===== config.mk =====
export PLATFORM = sky130hd
export DESIGN_NAME = phase_sweep_scheduler
export DESIGN_NICKNAME = d
export VERILOG_FILES = /design/src/rtl/phase_sweep_scheduler.sv
export SDC_FILE = /design/constraint.sdc
export NUM_CORES = 1
export LEC_CHECK = 0
export CAP_MARGIN = 5
export CORE_MARGIN = 10
export CORE_UTILIZATION = 35
export CTS_BUF_LIST = sky130_fd_sc_hd__clkbuf_8 sky130_fd_sc_hd__clkbuf_16
export DETAILED_ROUTE_END_ITERATION = 8
export DONT_BUFFER_PORTS = 1
export MAX_ROUTING_LAYER = met4
export PLACE_DENSITY = 0.61
export SYNTH_ARGS = -nofsm -noshare
export SYNTH_HDL_FRONTEND = slang
export SYNTH_SLANG_ARGS = --single-unit

===== constraint.sdc =====
create_clock -name aclk -period 9.55 [get_ports aclk]
set_input_delay 1.4325 -clock aclk [delete_from_list [all_inputs] [get_ports aclk]]
set_output_delay 1.4325 -clock aclk [all_outputs]
set_load 0.05 [all_outputs]

===== src/rtl/phase_sweep_scheduler.sv =====
// Steps the DDS phase increment through a linear sweep, holding a stretched
// valid strobe per point and an optional dwell gap before the next point.
module phase_sweep_scheduler #(
    parameter int          PHASE_INC_WIDTH = 27,
    parameter int          VALID_CYCLES    = 16,
    parameter int          DWELL_WIDTH     = 24,
    parameter int          COUNT_WIDTH     = 16,
    parameter int unsigned RESET_PHASE_INC = 8388608
) (
    input  logic                       aclk,
    input  logic                       aresetn,
    input  logic [PHASE_INC_WIDTH-1:0] cfg_start,
    input  logic [PHASE_INC_WIDTH-1:0] cfg_step,
    input  logic [COUNT_WIDTH-1:0]     cfg_count,
    input  logic [DWELL_WIDTH-1:0]     cfg_dwell,
    input  logic                       start,
    input  logic                       abort,
    output logic [PHASE_INC_WIDTH-1:0] phase_inc,
    output logic                       phase_inc_valid,
    output logic                       busy,
    output logic                       done,
    output logic [COUNT_WIDTH-1:0]     point_index
);

    localparam int VCW = $clog2(VALID_CYCLES + 1);
    localparam logic [VCW-1:0] VALID_LAST = VCW'(VALID_CYCLES - 1);

    typedef enum logic [1:0] {IDLE, STROBE, DWELL, DONE} state_t;

    state_t                     state;
    logic [PHASE_INC_WIDTH-1:0] step_q;
    logic [COUNT_WIDTH-1:0]     last_index_q;
    logic [DWELL_WIDTH-1:0]     dwell_q;
    logic [DWELL_WIDTH-1:0]     dwell_cnt;
    logic [VCW-1:0]             valid_cnt;
    logic                       point_end;
    logic                       more_points;

    // A point ends on its last dwell cycle, or on its last strobe cycle when dwell is zero.
    assign point_end = (state == STROBE && valid_cnt == VALID_LAST && dwell_q == '0) ||
                       (state == DWELL && dwell_cnt == dwell_q - DWELL_WIDTH'(1));
    assign more_points = (point_index != last_index_q);

    always_ff @(posedge aclk) begin
        if (!aresetn) begin
            state           <= IDLE;
            phase_inc       <= PHASE_INC_WIDTH'(RESET_PHASE_INC);
            phase_inc_valid <= 1'b0;
            busy            <= 1'b0;
            done            <= 1'b0;
            point_index     <= '0;
            step_q          <= '0;
            last_index_q    <= '0;
            dwell_q         <= '0;
            dwell_cnt       <= '0;
            valid_cnt       <= '0;
        end else if (abort && state != IDLE) begin
            state           <= IDLE;
            phase_inc_valid <= 1'b0;
            busy            <= 1'b0;
            done            <= 1'b0;
        end else if (point_end) begin
            valid_cnt <= '0;
            dwell_cnt <= '0;
            if (more_points) begin
                phase_inc       <= phase_inc + step_q;
                point_index     <= point_index + 1'b1;
                phase_inc_valid <= 1'b1;
                state           <= STROBE;
            end else begin
                phase_inc_valid <= 1'b0;
                done            <= 1'b1;
                state           <= DONE;
            end
        end else begin
            case (state)
                IDLE: begin
                    if (start && !abort) begin
                        busy      <= 1'b1;
                        valid_cnt <= '0;
                        dwell_cnt <= '0;
                        if (cfg_count != '0) begin
                            step_q          <= cfg_step;
                            last_index_q    <= cfg_count - 1'b1;
                            dwell_q         <= cfg_dwell;
                            phase_inc       <= cfg_start;
                            point_index     <= '0;
                            phase_inc_valid <= 1'b1;
                            state           <= STROBE;
                        end else begin
                            done  <= 1'b1;
                            state <= DONE;
                        end
                    end
                end
                STROBE: begin
                    if (valid_cnt == VALID_LAST) begin
                        phase_inc_valid <= 1'b0;
                        state           <= DWELL;
                    end else begin
                        valid_cnt <= valid_cnt + 1'b1;
                    end
                end
                DWELL: begin
                    dwell_cnt <= dwell_cnt + 1'b1;
                end
                DONE: begin
                    done  <= 1'b0;
                    busy  <= 1'b0;
                    state <= IDLE;
                end
                default: state <= IDLE;
            endcase
        end
    end

endmodule


==> flow_summary.json <==
{
  "synthArstFlopShare": 0,
  "cp.required_ns": 9.86,
  "worstMarginPinSlew_ns": 1.01,
  "grt_max_degree": 106,
  "cts_tree": "done",
  "ys_seq_area_frac": 0.325,
  "grt-ovfl-total": 0,
  "critPathArrivalTime_ns": 4.86,
  "core_mm2": 0.0250,
  "wl_met3_um": 2090,
  "path_max_fanout": 86,
  "die_w_um": 179,
  "slew_headroom": 0.326,
  "grt_pass1_vias": 7667,
  "htree_levels": 4,
  "slew_violations": 0,
  "sequentialPowerShare": 0.396,
  "path_class": "reg -> reg",
  "p_leak_nw": 3.78,
  "std_cell_rows": 58,
  "drive_above_1_share": 0.0524,
  "finalHoldViolations": 0,
  "yosysUniqueCellTypes": 71,
  "syn2layout_area_growth_pct": 9.67,
  "syn_inst": 1122,
  "cts_sinks": 144,
  "die_area_mm2": 0.0321,
  "vias": 7876,
  "cts_root_buffer": "clkbuf_16",
  "drc": 0,
  "cts_setup_buffers": 0,
  "power_density_mw_per_mm2": 215,
  "clk_latency_ns": 0.42,
  "timing.fmax_mhz": 220,
  "fin_area_mm2": 0.00972,
  "synth_fp_nets": 1257,
  "clkTransAtPathRegs_ns": 0.07,
  "setup_tns_ns": 0,
  "grt_pass1_wl_um": 40900,
  "synth_area_per_cell_um2": 7.90,
  "drtAntennaViolNets": 0,
  "num_io_pins": 144,
  "p_comb_frac": 0.260,
  "yosysWarnings": 0,
  "finClkSkew_ns": 0.0145,
  "worstHoldPathType": "reg -> reg",
  "place_hpwl_um": 18900,
  "finalSetupViolations": 0,
  "timing.final.crit_share": 0.476,
  "p_sw_uw": 767,
  "p_int_mw": 1.32,
  "grtUsageTotal": 0.164,
  "ir_drop_mv": 0.103,
  "cp-start-kind": "register",
  "cts_buffers": 17,
  "swShare": 0.367,
  "die_h_um": 179,
  "ys_ff_latch": 144,
  "endpoint_kind": "register",
  "wl_per_cell_um": 17.9,
  "firstDrtPassIters": 5,
  "maxCapViolCount": 0,
  "max-clock-path-buffers": 2,
  "initial_core_util": 0.354,
  "postPlaceCellArea_mm2": 0.00909,
  "synth_edf_count": 0,
  "antenna_found_initial": 1,
  "drt_iter0_drc": 432,
  "rsz0062_at_grt": "false",
  "ys.flop_type": "dfxtp_1",
  "p_clk_frac": 0.344,
  "cts-hold-fix-buffers": 0,
  "status": "finished, final reports clean",
  "wl_met2_um": 12100,
  "vias_per_cell": 5.48,
  "layout.nets": 1228,
  "period_needed_ns": 4.54,
  "wirelength_um": 25700,
  "port_buffers": 0,
  "synthesis.area_mm2": 0.00886,
  "cts_resized": 0,
  "mostFrequentLayoutCells": "221 x nand2_1, 144 x dfxtp_1, 72 x o21ai_0, 69 x a21oi_1, 55 x nor2_1",
  "top_layer_used": "met4",
  "layout_commonest_cell": "nand2_1",
  "wl_met1_um": 11200,
  "place.gp.congestion": 0.840
}
-- critical path, cell delays in order (launching register included) --
cell     delay (ns)
dfxtp_1        0.41
nor3_1         0.44
nand4_1        0.47
or3_1          0.53
xor2_1         0.18
and3_1         0.20
nand4_4        0.20
o21a_4         0.83
a21o_1         0.49
buf_4          0.38
o211a_1        0.19
o21ai_0        0.06
-- through the flow --
stage / power, mW / util / hold WS, ns / instances / setup WS [ns]
floorplan: 1.26 / - / 0.436 / 1122 / 5.68
global placement: 1.38 / 0.363 / 0.451 / 1404 / 4.74
detailed placement: 1.38 / 0.363 / 0.460 / 1404 / 4.64
CTS: 2.11 / 0.388 / 0.468 / 1436 / 5.04
global route: 2.21 / 0.388 / 0.491 / 1437 / 4.62
finish: 2.09 / 0.388 / 0.459 / 1437 / 5.01
-- routing by layer --
layer	global-route usage	vias to the layer above
li1	-	3961
met1	0.193	3717
met3	0.0575	19
met2	0.263	179
met5	-	-
met4	0.0396	0
-- synthesized netlist by cell type, types with 3 or more instances --
cell type / instances / area, um^2
nand2b_1: 4 / 25.0
o21bai_1: 5 / 37.5
a311oi_1: 3 / 26.3
and4_1: 3 / 26.3
xor2_1: 51 / 447
mux2i_1: 3 / 30.0
or4_1: 13 / 97.6
or3_1: 24 / 150
o21ai_0: 72 / 360
a221oi_1: 4 / 35.0
xnor2_1: 42 / 368
o31ai_1: 7 / 52.6
o31a_1: 7 / 61.3
nor2_1: 55 / 206
a211oi_1: 13 / 97.6
buf_2: 13 / 65.1
ha_1: 36 / 450
and3_1: 13 / 81.3
nor3_1: 22 / 110
dfxtp_1: 144 / 2880
clkbuf_1: 35 / 131
o41ai_1: 3 / 26.3
a21oi_1: 69 / 345
o21a_1: 8 / 60.1
nand4_1: 13 / 81.3
nor4_1: 11 / 68.8
inv_1: 24 / 90.1
a31oi_1: 22 / 138
nand2_1: 221 / 830
nor2b_1: 10 / 62.6
o211ai_1: 7 / 52.6
a21boi_0: 51 / 383
nand3_1: 31 / 155
o211a_1: 16 / 160
buf_6: 3 / 33.8
and2_1: 10 / 62.6
a21o_1: 7 / 52.6
-- sequential cells by signal (all words and copies together) (netlist names) --
name	cells
phase_inc	27
point_index	16
valid_cnt	5
phase_inc_valid	1
dwell_cnt	24
done	1
dwell_q	24
step_q	27
state	2
last_index_q	16
busy	1
-- power groups by stage --
stage	Clock [mW]	Combinational (mW)	Sequential, mW
floorplan	0	0.455	0.806
global placement	0	0.535	0.841
detailed placement	0	0.541	0.841
CTS	0.733	0.545	0.828
global route	0.758	0.610	0.837
finish	0.719	0.543	0.827
-- worst paths after layout --
check	from	to	slack, ns	depth (start not counted)
max	dwell_q[0]	phase_inc[23]	5.01	11
min	valid_cnt[3]	valid_cnt[3]	0.46	2
max reg2reg	dwell_q[0]	phase_inc[23]	5.01	11
min reg2reg	valid_cnt[3]	valid_cnt[3]	0.46	2
-- logic make-up (layout without fill, tap and decap cells) --
group,after synthesis,in the layout,synth area share
AO/OA/AOI/OAI,315,315,0.239
flip-flops,144,144,0.325
XOR/XNOR,93,93,0.0919
buffers and inverters,77,61,0.0370
adder cells (fa/ha/maj),37,37,0.0531
other,0,1,0
AND/OR/NAND/NOR,452,452,0.249
multiplexers,4,4,0.00466
-- final cells by class --
class                           instances  area (um^2)
Multi-Input combinational cell        901         5670
Antenna cell                            1         2.50
Timing Repair Buffer                    5         37.5
Clock buffer                           18          439
Tap cell                              330          413
Inverter                               24         90.1
Sequential cell                       144         2880
Fill cell                            2609        15300
Clock inverter                         14          188
(Power assumes the default switching activity.)
